--- src/rtl/var_bw_mul_acc_pkg.sv ---
// var_bw_mul_pkg: shared FSM state type and product widths for the accumulator stage
package var_bw_mul_pkg;
  typedef enum logic [1:0] {IDLE, ACCUM, HOLD} state_t;
  localparam int P_W = 32;
  localparam int HALF_P_W = 16;
endpackage

--- src/rtl/var_bw_mul_acc_if.sv ---
// var_bw_mul_acc_if: product-in / result-out handshake bundle of the accumulator stage
interface var_bw_mul_acc_if #(parameter int ACC_W = 40) ();
  import var_bw_mul_pkg::*;
  logic in_valid;
  logic in_ready;
  logic in_para_mode;
  logic [P_W-1:0] in_p;
  logic in_last;
  logic out_valid;
  logic out_ready;
  logic out_para_mode;
  logic [ACC_W-1:0] out_acc;
  logic [1:0] out_ovf;
  modport master (
    output in_valid, in_para_mode, in_p, in_last, out_ready,
    input  in_ready, out_valid, out_para_mode, out_acc, out_ovf
  );
  modport slave (
    input  in_valid, in_para_mode, in_p, in_last, out_ready,
    output in_ready, out_valid, out_para_mode, out_acc, out_ovf
  );
endinterface

--- src/rtl/var_bw_mul_lane_acc.sv ---
// var_bw_mul_lane_acc: one accumulator lane with carry in/out and sticky carry-out flag
module var_bw_mul_lane_acc #(
  parameter int LW = 20
) (
  input  logic          clk,
  input  logic          rst,
  input  logic          i_load,
  input  logic          i_add,
  input  logic          i_cin,
  input  logic [LW-1:0] i_addend,
  output logic [LW-1:0] o_acc,
  output logic          o_cout,
  output logic          o_ovf
);
  logic [LW-1:0] r_acc;
  logic [LW-1:0] w_sum;
  logic          r_ovf;
  // A load adds onto zero, so it can never produce a carry of its own
  assign {o_cout, w_sum} = (i_load ? {(LW+1){1'b0}} : {1'b0, r_acc}) + {1'b0, i_addend} + (LW+1)'(i_cin);
  assign o_acc = r_acc;
  assign o_ovf = r_ovf;
  always_ff @(posedge clk or posedge rst)
    if (rst) begin
      r_acc <= '0;
      r_ovf <= 1'b0;
    end else if (i_load | i_add) begin
      r_acc <= w_sum;
      r_ovf <= (r_ovf & ~i_load) | o_cout;
    end
endmodule

--- src/rtl/var_bw_mul_acc.sv ---
// var_bw_mul_acc: batch accumulator of multiplier products, one wide lane or two 8-bit-mode lanes
module var_bw_mul_acc
  import var_bw_mul_pkg::*;
#(
  parameter int ACC_W     = 40,
  parameter int BATCH_LEN = 4,
  parameter int CNT_W     = $clog2(BATCH_LEN + 1)
) (
  input logic clk,
  input logic rst,
  var_bw_mul_acc_if.slave bus
);
  localparam int LW = ACC_W / 2;
  state_t           r_state;
  logic [CNT_W-1:0] r_cnt;
  logic             r_live;
  logic             r_mode;
  logic             w_acc;
  logic             w_load;
  logic             w_add;
  logic             w_mode;
  logic             w_close;
  logic             w_cout0;
  logic             w_cout1_unused;
  logic             w_ovf0;
  logic             w_ovf1;
  logic [ACC_W-1:0] w_wide;
  logic [LW-1:0]    w_add0;
  logic [LW-1:0]    w_add1;
  logic [LW-1:0]    w_lane0;
  logic [LW-1:0]    w_lane1;
  // r_live keeps in_ready low until the first edge after reset is released
  assign bus.in_ready      = r_live & ((r_state != HOLD) | bus.out_ready);
  assign w_acc             = bus.in_valid & bus.in_ready;
  assign w_add             = w_acc & (r_state == ACCUM);
  assign w_load            = w_acc & (r_state != ACCUM);
  assign w_mode            = w_add ? r_mode : bus.in_para_mode;
  assign w_wide            = ACC_W'(bus.in_p);
  assign w_add0            = w_mode ? LW'(bus.in_p[HALF_P_W-1:0]) : w_wide[LW-1:0];
  assign w_add1            = w_mode ? LW'(bus.in_p[P_W-1:HALF_P_W]) : w_wide[ACC_W-1:LW];
  assign w_close           = bus.in_last | (w_add ? (r_cnt == CNT_W'(BATCH_LEN - 1)) : (BATCH_LEN == 1));
  assign bus.out_valid     = r_state == HOLD;
  assign bus.out_para_mode = r_mode;
  assign bus.out_acc       = {w_lane1, w_lane0};
  assign bus.out_ovf       = {w_ovf1, w_ovf0 & r_mode};
  var_bw_mul_lane_acc #(.LW(LW)) u_lane0 (
    .clk      (clk),
    .rst      (rst),
    .i_load   (w_load),
    .i_add    (w_add),
    .i_cin    (1'b0),
    .i_addend (w_add0),
    .o_acc    (w_lane0),
    .o_cout   (w_cout0),
    .o_ovf    (w_ovf0)
  );
  // Carry crosses into the upper lane only when both lanes form one wide value
  var_bw_mul_lane_acc #(.LW(LW)) u_lane1 (
    .clk      (clk),
    .rst      (rst),
    .i_load   (w_load),
    .i_add    (w_add),
    .i_cin    (w_cout0 & ~w_mode),
    .i_addend (w_add1),
    .o_acc    (w_lane1),
    .o_cout   (w_cout1_unused),
    .o_ovf    (w_ovf1)
  );
  always_ff @(posedge clk or posedge rst)
    if (rst) begin
      r_state <= IDLE;
      r_cnt   <= '0;
      r_live  <= 1'b0;
      r_mode  <= 1'b0;
    end else begin
      r_live <= 1'b1;
      if (w_load) begin
        r_mode  <= bus.in_para_mode;
        r_cnt   <= CNT_W'(1);
        r_state <= w_close ? HOLD : ACCUM;
      end else if (w_add) begin
        r_cnt   <= r_cnt + CNT_W'(1);
        r_state <= w_close ? HOLD : ACCUM;
      end else if (r_state == HOLD && bus.out_ready) begin
        r_cnt   <= '0;
        r_state <= IDLE;
      end
    end
endmodule

--- src/flat_wrapper.sv ---
// flat-port wrapper written by rule: the top's interface ports become plain ports
module var_bw_mul_acc_flat import var_bw_mul_pkg::*;
#(
  parameter int ACC_W     = 40,
  parameter int BATCH_LEN = 4,
  parameter int CNT_W     = $clog2(BATCH_LEN + 1)
)
  (clk, rst, bus_in_valid, bus_in_para_mode, bus_in_p, bus_in_last, bus_out_ready, bus_in_ready, bus_out_valid, bus_out_para_mode, bus_out_acc, bus_out_ovf);
  var_bw_mul_acc_if #(.ACC_W(ACC_W)) bus_i ();
  input logic clk;
  input logic rst;
  input wire logic [$bits(bus_i.in_valid)-1:0] bus_in_valid;
  input wire logic [$bits(bus_i.in_para_mode)-1:0] bus_in_para_mode;
  input wire logic [$bits(bus_i.in_p)-1:0] bus_in_p;
  input wire logic [$bits(bus_i.in_last)-1:0] bus_in_last;
  input wire logic [$bits(bus_i.out_ready)-1:0] bus_out_ready;
  output wire logic [$bits(bus_i.in_ready)-1:0] bus_in_ready;
  output wire logic [$bits(bus_i.out_valid)-1:0] bus_out_valid;
  output wire logic [$bits(bus_i.out_para_mode)-1:0] bus_out_para_mode;
  output wire logic [$bits(bus_i.out_acc)-1:0] bus_out_acc;
  output wire logic [$bits(bus_i.out_ovf)-1:0] bus_out_ovf;
  assign bus_i.in_valid = bus_in_valid;
  assign bus_i.in_para_mode = bus_in_para_mode;
  assign bus_i.in_p = bus_in_p;
  assign bus_i.in_last = bus_in_last;
  assign bus_i.out_ready = bus_out_ready;
  assign bus_in_ready = bus_i.in_ready;
  assign bus_out_valid = bus_i.out_valid;
  assign bus_out_para_mode = bus_i.out_para_mode;
  assign bus_out_acc = bus_i.out_acc;
  assign bus_out_ovf = bus_i.out_ovf;
  var_bw_mul_acc #(.ACC_W(ACC_W), .BATCH_LEN(BATCH_LEN), .CNT_W(CNT_W)) u_core (.clk(clk), .rst(rst), .bus(bus_i));
endmodule
--- config.mk ---
export PLATFORM = sky130hd
export DESIGN_NAME = var_bw_mul_acc_flat
export DESIGN_NICKNAME = d
export VERILOG_FILES = /design/src/rtl/var_bw_mul_acc_pkg.sv /design/src/rtl/var_bw_mul_acc_if.sv /design/src/rtl/var_bw_mul_lane_acc.sv /design/src/rtl/var_bw_mul_acc.sv /design/src/flat_wrapper.sv
export SDC_FILE = /design/constraint.sdc
export NUM_CORES = 1
export LEC_CHECK = 0
export BUFFER_PORTS_ARGS = -buffer_cell sky130_fd_sc_hd__buf_2
export CAP_MARGIN = 20
export CELL_PAD_IN_SITES_DETAIL_PLACEMENT = 1
export CELL_PAD_IN_SITES_GLOBAL_PLACEMENT = 1
export CORE_AREA = 2 2 81 140
export CTS_CLUSTER_DIAMETER = 100
export DETAILED_ROUTE_END_ITERATION = 12
export DIE_AREA = 0 0 83 142
export GPL_ROUTABILITY_DRIVEN = 0
export PLACE_DENSITY = 0.94
export SETUP_SLACK_MARGIN = 0.05
export SYNTH_ARGS = -nofsm -noshare
export SYNTH_HDL_FRONTEND = slang
export SYNTH_HIERARCHICAL = 1
export SYNTH_SLANG_ARGS = --single-unit
--- constraint.sdc ---
create_clock -name clk -period 15.2 [get_ports clk]
set_clock_uncertainty 0.1 [all_clocks]
set_input_delay 0.76 -clock clk [delete_from_list [all_inputs] [get_ports clk]]
set_output_delay 0.76 -clock clk [all_outputs]
set_load 0.05 [all_outputs]
==> flow_summary.yaml <==
synthesis:
  synth-seq-cells: 49
  yosys_warnings: 6
  synth.yosys.seq_area_share_pct: 25.61
  syn_avg_cell_area_um2: 8.342
  synth_cell_type_count: 76
  synth_edf_count: 0
  syn-cell-area_mm2: 0.004788
  synth_flop_cell: "dfrtp_1"
  async_flop_share_pct: 100.0
  postSynthCellCount: 574
worst_setup_path:
  required_ps: 15290
  r2r_start: "u_core/r_state[1]$_DFFE_PP0P_"
  critPathLaunchType: "primary input"
  rr_endpoint: "u_core/u_lane1/o_ovf$_DFFE_PP0P_"
  critPathMaxFanout: 45
  ff2ff_path_depth: 24
  r2r_slack_ps: 9070
  end_kind: "flip-flop"
  critPathKind: "in -> reg"
  worstSetupStartpoint: "bus_in_valid"
  crit_end: "u_core/u_lane1/o_ovf$_DFFE_PP0P_"
  arrival_ps: 6300
place:
  dp_hpwl_um: 12280
  portBuffers: 82
  place_ws_ps: 8822
global_routing:
  grt_start_max_net_pins: 46
  grt_pass1_wl_um: 25540
  grtUsageTotal_pct: 26.94
  overflow: 0
  grt_pass1_vias: 5177
  antenna_found_initial: 1
clock_tree:
  htree_levels: 2
  clkTransAtPathRegs_ps: 70
  cts_setup_buffers: 0
  clkLatencyLatePin_ps: 300
  cts_resized: 0
  cts_buffers: 5
  clock-sinks: 49
  cts_tree: "built"
  clockRootBuffer: "clkbuf_16"
  cts.path.max_buffers: 2
  postCtsHoldBufs: 0
routing:
  wl_per_cell_um: 20.56
  first_iter_violations: 239
  detail-route-antenna-nets: 0
  vias: 4751
  via_per_inst: 6.130
  wl_um: 15930
  drt_pass1_iterations: 4
  drcViolationCount: 0
timing:
  maxSlewViolCount: 0
  setup_tns_ps: 0
  post-route-period-util_pct: 40.84
  setup_viol: 0
  fmax_mhz: 161.1
  tightest_slew_ps: 904.5
  fin_ws_ps: 8993
  hold_viol: 0
  fin_crit_ps: 6207
  max-slew-margin-rel_pct: 39.64
  rsz0062_at_grt: "no"
floorplan:
  die_width_um: 83
  io_pins: 83
  die_h_um: 142
  rows: 50
  start_util_pct: 44.76
  design.core.area_mm2: 0.01070
  die_area_mm2: 0.01179
layout:
  multi_input_area_mm2: 0.003328
  nets: 725
  final_common_cell: "buf_2"
  final_cell_mix: "buf_2, nand2_1, a21oi_1"
  fillerInstances: 1343
  regArea_mm2: 0.001226
  drive_gt1_share_pct: 20.34
  area_growth_pct: 14.45
worst_hold_path:
  hold_path.class: "in -> async"
job:
  max_cap_violations: 0
power:
  ir_drop_v: 0.0001234
  power.leakage_nw: 2.567
  power_density_mw_per_mm2: 239.8
outcome:
  status: "completed"
[cell usage after synthesis, types with 7 or more instances]
cell type  instances  share of area [%]
nand2_1           53                4.2
a21oi_1           52                5.4
dfrtp_1           49                 26
nor2b_1           45                5.9
ha_1              40                 10
nor2_1            35                2.7
inv_1             29                2.3
o21ai_0           27                2.8
clkbuf_1          18                1.4
a21o_1            14                2.2
xnor2_1           14                2.6
and2_1            13                1.7
mux2_4            11                3.4
and3_1            10                1.3
nand3_1           10                1.0
nor3_1            10                1.0
o31ai_1            9                1.4
xor2_1             9                1.6
o21ai_1            8               0.84
nor3b_1            7                1.1
o211ai_1           7                1.1
o21a_1             7                1.1
[final cells by class]
class / count / share of cell area (%)
diodes: 1 / 0.04566
clock buffers: 6 / 2.534
clock inverters: 2 / 0.6849
inverters: 29 / 1.986
multi-input cells: 471 / 60.73
flip-flops and latches: 49 / 22.37
well taps: 130 / 2.968
repair buffers: 87 / 8.676
[routing by layer]
metal | routed length [µm] | vias up | global-route usage (%)
met5 | 0 | - | 0
met4 | 803 | 0 | 14.24
met3 | 794 | 60 | 4.002
met2 | 8967 | 187 | 54.97
met1 | 5366 | 2319 | 24.91
li1 | - | 2185 | -
[cell families after synthesis]
kind of cell | count (synthesis) | synth area share, %
compound gates | 174 | 24.77
fa+ha+maj | 44 | 12.12
flops | 49 | 25.61
simple gates | 206 | 22.71
xor+xnor | 23 | 4.207
buf+inv | 58 | 5.357
mux | 18 | 5.069
other cells | 2 | 0.1568
[worst min-delay path by stage]
| stage | startpoint | end | slack [ps] | depth (start not counted) |
|---|---|---|---|---|
| after global placement | u_core/u_lane0/o_acc[1]$_DFFE_PP0P_ | u_core/u_lane0/o_acc[1]$_DFFE_PP0P_ | 370 | 2 |
| after global routing | rst | u_core/u_lane0/o_acc[3]$_DFFE_PP0P_ | 280 | 2 |
| after detailed placement | u_core/u_lane0/o_acc[9]$_DFFE_PP0P_ | u_core/u_lane0/o_acc[9]$_DFFE_PP0P_ | 390 | 2 |
| after CTS | rst | u_core/r_cnt[1]$_DFFE_PP0P_ | 310 | 2 |
| final | rst | u_core/u_lane0/o_acc[3]$_DFFE_PP0P_ | 290 | 2 |
| after floorplan | u_core/u_lane0/o_ovf$_DFFE_PP0P_ | u_core/u_lane0/o_ovf$_DFFE_PP0P_ | 370 | 1 |
[through the flow]
| stage | power (mW) | hold WS [ps] | utilization (%) | cells | area [µm²] |
|---|---|---|---|---|---|
| floorplan | 0.9379 | 371.5 | - | 578 | 4803 |
| global placement | 1.110 | 374.1 | 49.16 | 764 | 5259 |
| detailed placement | 1.158 | 388.8 | 49.16 | 764 | 5259 |
| CTS | 1.304 | 313.2 | 50.81 | 772 | 5435 |
| global route | 1.396 | 279.6 | 51.23 | 775 | 5480 |
| finish | 1.314 | 288.0 | 51.23 | 775 | 5480 |
[where the power goes]
| group | internal [mW] | switching (mW) | total (mW) |
|---|---|---|---|
| Combinational | 0.311 | 0.626 | 0.937 |
| Clock | 0.0823 | 0.0537 | 0.136 |
| Sequential | 0.191 | 0.0503 | 0.242 |
| Total | 0.585 | 0.730 | 1.31 |
[critical path: stages]
cell and delay (ps):
buf_2 110, nand2_1 170, nor3_2 210, buf_4 470
inv_1 130, nand2_1 120, fa_1 220, inv_1 70
fa_1 440, a211oi_2 280, o21ai_1 160, a221oi_4 380
o21bai_1 140, a21o_1 220, and2_1 140, inv_1 80
fa_1 200, inv_1 80, fa_1 410, a21oi_1 350
o211ai_2 190, a221oi_2 360, nor3_1 110, a211o_1 270
a22o_1 200
[sequential cells by signal (all words and copies together) (netlist names)]
name / flops
u_core/bus.out_para_mode: 1
u_core/r_cnt: 3
u_core/r_live: 1
u_core/r_state: 2
u_core/u_lane0/o_acc: 20
u_core/u_lane0/o_ovf: 1
u_core/u_lane1/o_acc: 20
u_core/u_lane1/o_ovf: 1
Note: power is estimated with default switching activity, not from simulation.
